$ cat config.mk
export PLATFORM = sky130hd
export DESIGN_NAME = time_keeper
export DESIGN_NICKNAME = d
export VERILOG_FILES = /design/src/rtl/time_pkg.sv /design/src/rtl/bcd_mod_counter.sv /design/src/rtl/time_keeper.sv
export SDC_FILE = /design/constraint.sdc
export NUM_CORES = 1
export LEC_CHECK = 0
export CORE_MARGIN = 4
export CORE_UTILIZATION = 38
export CTS_CLUSTER_SIZE = 8
export DETAILED_ROUTE_END_ITERATION = 8
export PLACE_DENSITY = 0.77
export RECOVER_POWER = 25
export SLEW_MARGIN = 20
export SYNTH_ARGS = -nofsm -noshare
export SYNTH_HDL_FRONTEND = slang
export SYNTH_SLANG_ARGS = --single-unit
$ cat constraint.sdc
create_clock -name clk -period 2.3 [get_ports clk]
set_input_delay 0.46 -clock clk [delete_from_list [all_inputs] [get_ports clk]]
set_output_delay 0.46 -clock clk [all_outputs]
set_load 0.02 [all_outputs]
$ cat src/rtl/time_pkg.sv
// rtl/time_pkg.sv - shared BCD types, limits and helpers for the time keeper
package time_pkg;

    typedef logic [7:0] bcd_pair_t;

    localparam bcd_pair_t SEC_MAX = 8'h59;
    localparam bcd_pair_t MIN_MAX = 8'h59;

    // True when both nibbles are decimal digits
    function automatic logic bcd_is_valid(input bcd_pair_t v);
        return (v[7:4] <= 4'd9) && (v[3:0] <= 4'd9);
    endfunction

    // Converts a small binary constant (0..99) to a BCD pair
    function automatic bcd_pair_t to_bcd(input int v);
        logic [3:0] tens;
        logic [3:0] ones;
        tens = 4'((v / 10) % 10);
        ones = 4'(v % 10);
        return {tens, ones};
    endfunction

endpackage

$ cat src/rtl/bcd_mod_counter.sv
// rtl/bcd_mod_counter.sv - two-digit BCD counter wrapping at a programmable limit
module bcd_mod_counter
    import time_pkg::*;
(
    input  logic       clk,
    input  logic       rst_n,
    input  logic       inc,
    input  logic       load,
    input  logic [7:0] load_val,
    input  logic [7:0] max_val,
    output logic [7:0] q,
    output logic       wrap
);

    // Carry out to the next stage; the top registers it before it leaves the block
    assign wrap = inc & (q == max_val);

    // Count register: load wins over increment, ones digit carries into tens
    always_ff @(posedge clk) begin
        if (!rst_n) begin
            q <= 8'h00;
        end else if (load) begin
            q <= load_val;
        end else if (inc) begin
            if (q == max_val) begin
                q <= 8'h00;
            end else if (q[3:0] == 4'd9) begin
                q <= {q[7:4] + 4'd1, 4'h0};
            end else begin
                q <= {q[7:4], q[3:0] + 4'd1};
            end
        end
    end

endmodule

$ cat src/rtl/time_keeper.sv
// rtl/time_keeper.sv - hh:mm:ss BCD wall clock driven by a sampled 1 Hz square wave
module time_keeper
    import time_pkg::*;
#(
    parameter int HR_MAX = 23
) (
    input  logic       clk,
    input  logic       rst_n,
    input  logic       tick_in,
    input  logic       run,
    input  logic       load_en,
    input  logic [7:0] load_hr,
    input  logic [7:0] load_min,
    output logic [7:0] sec_bcd,
    output logic [7:0] min_bcd,
    output logic [7:0] hr_bcd,
    output logic       sec_pulse,
    output logic       min_wrap,
    output logic       day_wrap,
    output logic       load_err
);

    localparam bcd_pair_t HR_MAX_BCD = to_bcd(HR_MAX);

    logic tick_q;
    logic rise;
    logic count;
    logic load_ok;
    logic load_go;
    logic sec_wrap_c;
    logic min_wrap_c;
    logic hr_wrap_c;

    assign rise    = tick_in & ~tick_q;
    // A load in the same cycle swallows the tick rather than deferring it
    assign count   = rise & run & ~load_en;
    assign load_ok = bcd_is_valid(load_hr) && bcd_is_valid(load_min) &&
                     (load_min <= MIN_MAX) && (load_hr <= HR_MAX_BCD);
    assign load_go = load_en & load_ok;

    // Edge detector history; resets high so a level already high at release is not counted
    always_ff @(posedge clk) begin
        if (!rst_n) begin
            tick_q <= 1'b1;
        end else begin
            tick_q <= tick_in;
        end
    end

    bcd_mod_counter u_sec (
        .clk      (clk),
        .rst_n    (rst_n),
        .inc      (count),
        .load     (load_go),
        .load_val (8'h00),
        .max_val  (SEC_MAX),
        .q        (sec_bcd),
        .wrap     (sec_wrap_c)
    );

    bcd_mod_counter u_min (
        .clk      (clk),
        .rst_n    (rst_n),
        .inc      (sec_wrap_c),
        .load     (load_go),
        .load_val (load_min),
        .max_val  (MIN_MAX),
        .q        (min_bcd),
        .wrap     (min_wrap_c)
    );

    bcd_mod_counter u_hr (
        .clk      (clk),
        .rst_n    (rst_n),
        .inc      (min_wrap_c),
        .load     (load_go),
        .load_val (load_hr),
        .max_val  (HR_MAX_BCD),
        .q        (hr_bcd),
        .wrap     (hr_wrap_c)
    );

    // Registered strobes so downstream sees them aligned with the new counter values
    always_ff @(posedge clk) begin
        if (!rst_n) begin
            sec_pulse <= 1'b0;
            min_wrap  <= 1'b0;
            day_wrap  <= 1'b0;
            load_err  <= 1'b0;
        end else begin
            sec_pulse <= count;
            min_wrap  <= sec_wrap_c;
            day_wrap  <= hr_wrap_c;
            load_err  <= load_en & ~load_ok;
        end
    end

endmodule

# Word-level counts from Yosys, hierarchy flattened
# Index checks and enable logic that the tools add are counted.
# totals
ff_bits	29
input_bits	21
out_inout_bits	28
word_cells	65
# op_classes
n_addsub	6
order_cmp	6
eq_ne	6
mux	10
n_bitwise	12
n_reduce_logical	14
# ops
cell	n
two-way mux 8 bit	10
adder 4 x 1 -> 4 bit, second input constant	6
== test 8 x 7 -> 1 bit, second input constant	2
<= comparator 4 bit, second input constant	4
== test 4 bit, second input constant	3
bitwise AND 1 bit	8
== test 8 x 6 -> 1 bit, second input constant	1
<= comparator 8 x 6 -> 1 bit, second input constant	1
<= comparator 8 x 7 -> 1 bit, second input constant	1
AND reduction 2 bit	3
nonzero test 2 bit	3
nonzero test 3 bit	2
logical AND 1 bit	5
NOT 1 bit	4
OR reduction 2 bit	1

# Depth between registers and ports, before layout
# logic_depth
depth_word	8
depth_mapped	8

# Modules after synthesis
# Synthesis repeated with hierarchy kept, for this count alone.
# hier_totals
cells_unflattened	269
area_unflattened_um2	2169.6
# modules_own_cells
mod	n_inst	cells_per_inst	area_each_um2	seq_area_each_um2
bcd_mod_counter	3	83	654.4	160.2
time_keeper	1	20	206.4	100.1

# Least setup slack after synthesis
# OpenSTA, ideal clock, no wires.
# synth_timing
path_type	reg-to-reg
start	register u_min.q[0]
end	register u_hr.q[2]
setup_time_ns	0.091
arrival_time_ns	1.874
required_ns	2.209
path_slack_ns	0.335
stages_incl_launch_ff	7
n_path_buf	1
period_less_slack_ns	1.965
path_cell_list	dfxtp_1 -> ha_1 -> and3b_1 -> buf_6 -> nand4_4 -> or4_1 -> a311oi_1
# synth_between
elab_chain_cells	3
# synth_rtl
element	line_no	text
start, declared	bcd_mod_counter.sv:11	output logic [7:0] q,
start signal, assigned	bcd_mod_counter.sv:23	q <= load_val;
start signal, assigned	bcd_mod_counter.sv:28	q <= {q[7:4] + 4'd1, 4'h0};
start signal, assigned	bcd_mod_counter.sv:30	q <= {q[7:4], q[3:0] + 4'd1};
== test 8 x 7 -> 1 bit	bcd_mod_counter.sv:16	assign wrap = inc & (q == max_val);
bitwise AND 1 bit	bcd_mod_counter.sv:16	
nonzero test 2 bit (no line)	n/a	
end signal, assigned	bcd_mod_counter.sv:23	
end signal, assigned	bcd_mod_counter.sv:28	
end signal, assigned	bcd_mod_counter.sv:30	
end, declared	bcd_mod_counter.sv:11	
# Every way passes these cells.
# A chain may end at the register's enable or synchronous reset.

# Final worst setup path
# layout_timing
start	input load_hr[3]
end	register u_sec.q[5]
# layout_between
elab_chain_cells	7
# layout_rtl
element	line_no	text
start, declared	time_keeper.sv:12	input logic [7:0] load_hr,
<= comparator 4 bit	time_pkg.sv:11	return (v[7:4] <= 4'd9) && (v[3:0] <= 4'd9);
logical AND 1 bit	time_pkg.sv:11	
logical AND 1 bit (2 in a row)	time_keeper.sv:37	assign load_ok = bcd_is_valid(load_hr) && bcd_is_valid(load_min) &&
logical AND 1 bit *	time_keeper.sv:38	(load_min <= MIN_MAX) && (load_hr <= HR_MAX_BCD);
bitwise AND 1 bit *	time_keeper.sv:39	assign load_go = load_en & load_ok;
OR reduction 2 bit (no line) *	n/a	
end signal, assigned	bcd_mod_counter.sv:23	
end signal, assigned	bcd_mod_counter.sv:28	
end signal, assigned	bcd_mod_counter.sv:30	
end, declared	bcd_mod_counter.sv:11	
# Every way passes the cells marked *; elsewhere a longest branch is shown, timed or not.

==> parameters.txt <==
Parameter                              Value

Outcome
  Result of the run ... finished, final reports clean

Timing
  Ratio of final minimum period to clock period ... 0.880
  Max-slew violations ... 0
  Max-Slew Margin vs Limit ... 0.721
  Hold_ws ... 0.518 ns
  Count of endpoints failing hold in the final timing report ... 0
  Setup repair after global routing missed its margin ... false
  Top achievable clock speed ... 494 MHz
  Worst clock skew ... 0.00816 ns
  Final period demand of the worst path ... 2.02 ns
  Count of endpoints failing setup in the final report ... 0
  Transition time of the tightest slew-check pin ... 0.418 ns

Finish
  Fillcell total ... 416
  Most common library cell in the layout ignoring fill and taps ... sky130_fd_sc_hd__clkdlybuf4s50_1
  Commonest cells after routing, fill and taps aside ... sky130_fd_sc_hd__clkdlybuf4s50_1 (37), sky130_fd_sc_hd__dfxtp_1 (29), sky130_fd_sc_hd__nor3_1 (19)
  Antenna diodes ... 0
  Total area of multi-input combinational cells ... 1060 µm²
  Post-layout nets ... 289
  Signed area change from the synthesized netlist to the final layout ... 36.5%
  Area taken by flip-flops and latches ... 581 µm²
  Proportion of layout cells with a drive suffix above 1 ... 0.116

Die
  Boundary pin count ... 49
  Die height ... 76.6 µm
  Core area ... 4440 µm²
  FP Rows ... 24
  Total die area ... 5870 µm²
  Starting density of the core ... 0.403
  Die width ... 76.6 µm

Routing
  1st-iter DRT viols ... 104
  Number of antenna-violating nets in the routed design ... 0
  Wirelength, routed ... 5.07 mm
  Residual DRC ... 0
  Routed wire per std cell ... 16.3 µm
  Via density per instance ... 5.91
  Total via count after detailed routing ... 1839
  First-pass iteration count of the detailed router ... 6

Logic synthesis
  Fraction of synthesized cell area taken by the top area cell type ... 0.324
  Sequential area share after synthesis ... 0.324
  Synth Instances ... 200
  Synth Net Count ... 231
  Flip-flop cell with the highest count after synthesis ... sky130_fd_sc_hd__dfxtp_1
  Synth Warn # ... 0
  Post-synthesis cell type with the largest combined area ... sky130_fd_sc_hd__dfxtp_1
  Total of flip-flops plus latches after synthesis ... 29
  Number of enable-type register cells in the synthesized netlist ... 0
  Asr flop ratio synth ... 0
  Average instance area after synthesis ... 8.95 µm²
  Mapped Area ... 1790 µm²
  Cell variety after synth ... 47
  Area contributors post-synth ... sky130_fd_sc_hd__dfxtp_1 (32%), sky130_fd_sc_hd__ha_1 (7.0%), sky130_fd_sc_hd__nor3_1 (5.3%), sky130_fd_sc_hd__a311oi_1 (4.4%), sky130_fd_sc_hd__clkbuf_8 (3.8%)

Global routing
  Global-route wire length before repair ... 8.16 mm
  Antenna violations before repair ... 0
  Maximum number of pins on one net before global-route repair ... 13
  GRT Resource Usage Total ... 0.174
  Vias in the first global route ... 1665
  Met2 capacity usage during global routing ... 0.271
  GR Util met1 ... 0.225
  Layer carrying the most global-route usage ... met2
  Total gr overflow ... 0
  GRT met3 Usage ... 0.0496

Setup path
  Crit Reg-Reg Startpoint ... u_sec.q[0]$_SDFFE_PP0P_
  Critical path startpoint ... load_hr[3]
  Largest fanout on the critical path ... 11
  Required time of the worst setup path ... 2.46 ns
  Category of the critical setup timing path ... primary input to flip-flop
  Data arrival time at the worst-slack endpoint ... 2.19 ns
  CP Cell Sequence ... dlygate4sd3_1 > o21ai_0 > nand4_1 > buf_4 > o21ai_0 > buf_4 > a2111oi_0
  Critical Path Start Type ... primary input
  Largest incremental delay on the critical path ... 0.59 ns
  Buffers and inverters on the worst path ... 3
  Worst-path cell with the longest stage delay ... sky130_fd_sc_hd__dlygate4sd3_1
  Category of cells accounting for the largest share of critical-path delay ... buffers and inverters
  Worst setup EP type ... flip-flop

Power and ir drop
  Power share of the combinational group ... 0.082
  Total internal power ... 0.000912 W
  Pwr Total ... 0.00116 W
  Power share of the sequential group ... 0.441
  Switching part of the total power ... 0.215
  Part of the total power dissipated in the clock network ... 0.477
  Pleak ... 0.898 nW
  Max IR drop VDD ... 263 µV
  Power density of the placed cells ... 476 nW/µm²
  P_sw ... 0.000250 W

Placement
  Port bufs ... 48
  Routability congestion estimate from global placement ... 0.919
  HPWL after detailed placement ... 3.60 mm

CTS
  Number of gates given a new drive strength after cts ... 0
  Clock sink total ... 29
  Library cell used as clock root buffer ... sky130_fd_sc_hd__clkbuf_8
  Post-CTS Repair Setup Buffers ... 0
  Maximum count of clock buffers along a single path ... 2
  Number of buffers created by CTS ... 5
  Reg clk slew, reported paths ... 0.06 ns
  CTS tree ... yes
  Clock latency reported for the late side of the worst-skew pair ... 0.29 ns
  Number of hold buffers added after CTS ... 0
  Number of H-tree levels ... 2

Min path
  Hold_sp ... u_min.q[7]$_SDFFE_PN0P_
  Worst hold-check path type ... flip-flop to flip-flop

Flow run
  Number of max-cap violations ... 0
==> per-stage QoR <==
stage / area (µm²) / setup WS, ns / utilization / instances / TNS, ns
3_5_place_dp: 2330 / -0.0152 / 0.524 / 303 / -0.0152
3_3_place_gp: 2330 / 0.0304 / 0.524 / 303 / 0
4_1_cts: 2440 / 0.271 / 0.550 / 311 / 0
5_1_grt: 2440 / 0.0830 / 0.550 / 311 / 0
2_1_floorplan: 1790 / 0.335 / - / 200 / 0
6_report: 2440 / 0.276 / 0.550 / 311 / 0
==> sequential cells by signal, summed over array words and instances, names as in the netlist <==
register	flops
u_hr.q	8
u_min.q	8
u_sec.q	8
day_wrap	1
load_err	1
min_wrap	1
sec_pulse	1
tick_q	1
==> logic make-up after synthesis <==
| kind of cell | after synthesis | synth area share |
|---|---|---|
| xor gates and xnor gates | 2 | 0.00979 |
| buffers and inverters | 20 | 0.0825 |
| DFF | 29 | 0.324 |
| AOI/OAI and AO/OA | 46 | 0.185 |
| and+or+nand+nor | 89 | 0.306 |
| muxes | 4 | 0.0224 |
| adders and majority gates | 10 | 0.0699 |
==> power by group through the flow <==
| stage | clock (W) | sequential [W] | combinational [W] |
|---|---|---|---|
| detailed placement | 0 | 0.000523 | 0.0000952 |
| global route | 0.000587 | 0.000513 | 0.000101 |
| finish | 0.000555 | 0.000512 | 0.0000952 |
| global placement | 0 | 0.000523 | 0.0000947 |
| CTS | 0.000564 | 0.000512 | 0.0000959 |
| floorplan | 0 | 0.000527 | 0.0000315 |
==> worst min-delay path, delay by kind of cell (launching register included) <==
family	cells	cell delay (ns)
AOI/OAI and AO/OA	2	0.14
DFF	1	0.33
==> worst paths after layout <==
path | endpoint | slack, ns | depth (start not counted)
setup / recovery | u_sec.q[5]$_SDFFE_PP0P_ | 0.28 | 7
hold reg to reg | u_min.q[7]$_SDFFE_PN0P_ | 0.52 | 2
setup reg to reg | u_hr.q[5]$_SDFFE_PN0P_ | 0.28 | 6
hold / removal | u_min.q[7]$_SDFFE_PN0P_ | 0.52 | 2
==> per-layer routing <==
metal	wire length (µm)	share of wire
met1	2290	0.45
met2	2290	0.45
met3	372	0.073
met4	110	0.022
met5	0	0
==> synth_stat cells, types with 2 or more instances <==
| cell | count |
|---|---|
| sky130_fd_sc_hd__nand3_1 | 9 |
| sky130_fd_sc_hd__or4_1 | 3 |
| sky130_fd_sc_hd__nand4_1 | 6 |
| sky130_fd_sc_hd__a311oi_1 | 9 |
| sky130_fd_sc_hd__buf_6 | 3 |
| sky130_fd_sc_hd__dfxtp_1 | 29 |
| sky130_fd_sc_hd__o21ai_0 | 10 |
| sky130_fd_sc_hd__a21boi_0 | 2 |
| sky130_fd_sc_hd__clkbuf_1 | 3 |
| sky130_fd_sc_hd__inv_1 | 9 |
| sky130_fd_sc_hd__o211a_1 | 3 |
| sky130_fd_sc_hd__ha_1 | 10 |
| sky130_fd_sc_hd__and3_1 | 2 |
| sky130_fd_sc_hd__and3b_1 | 3 |
| sky130_fd_sc_hd__clkbuf_8 | 5 |
| sky130_fd_sc_hd__a211oi_1 | 2 |
| sky130_fd_sc_hd__nor2b_1 | 2 |
| sky130_fd_sc_hd__o41ai_1 | 2 |
| sky130_fd_sc_hd__nor4_1 | 2 |
| sky130_fd_sc_hd__nor2_1 | 17 |
| sky130_fd_sc_hd__o31a_1 | 3 |
| sky130_fd_sc_hd__nor3_1 | 19 |
| sky130_fd_sc_hd__a21oi_1 | 5 |
| sky130_fd_sc_hd__nand2_1 | 5 |
| sky130_fd_sc_hd__a31oi_1 | 3 |
| sky130_fd_sc_hd__o31ai_1 | 5 |
| sky130_fd_sc_hd__mux2i_1 | 4 |
| sky130_fd_sc_hd__nor3b_1 | 2 |
| sky130_fd_sc_hd__nand3b_1 | 5 |
==> layout make-up <==
type | instances | share of cell area
clock inverters | 1 | 0.0123
clock buffers | 7 | 0.0353
repair buffers | 62 | 0.240
multi-input cells | 151 | 0.435
flip-flops and latches | 29 | 0.238
well taps | 52 | 0.0266
inverters | 9 | 0.0138
Note: power is estimated with default switching activity, not from simulation.
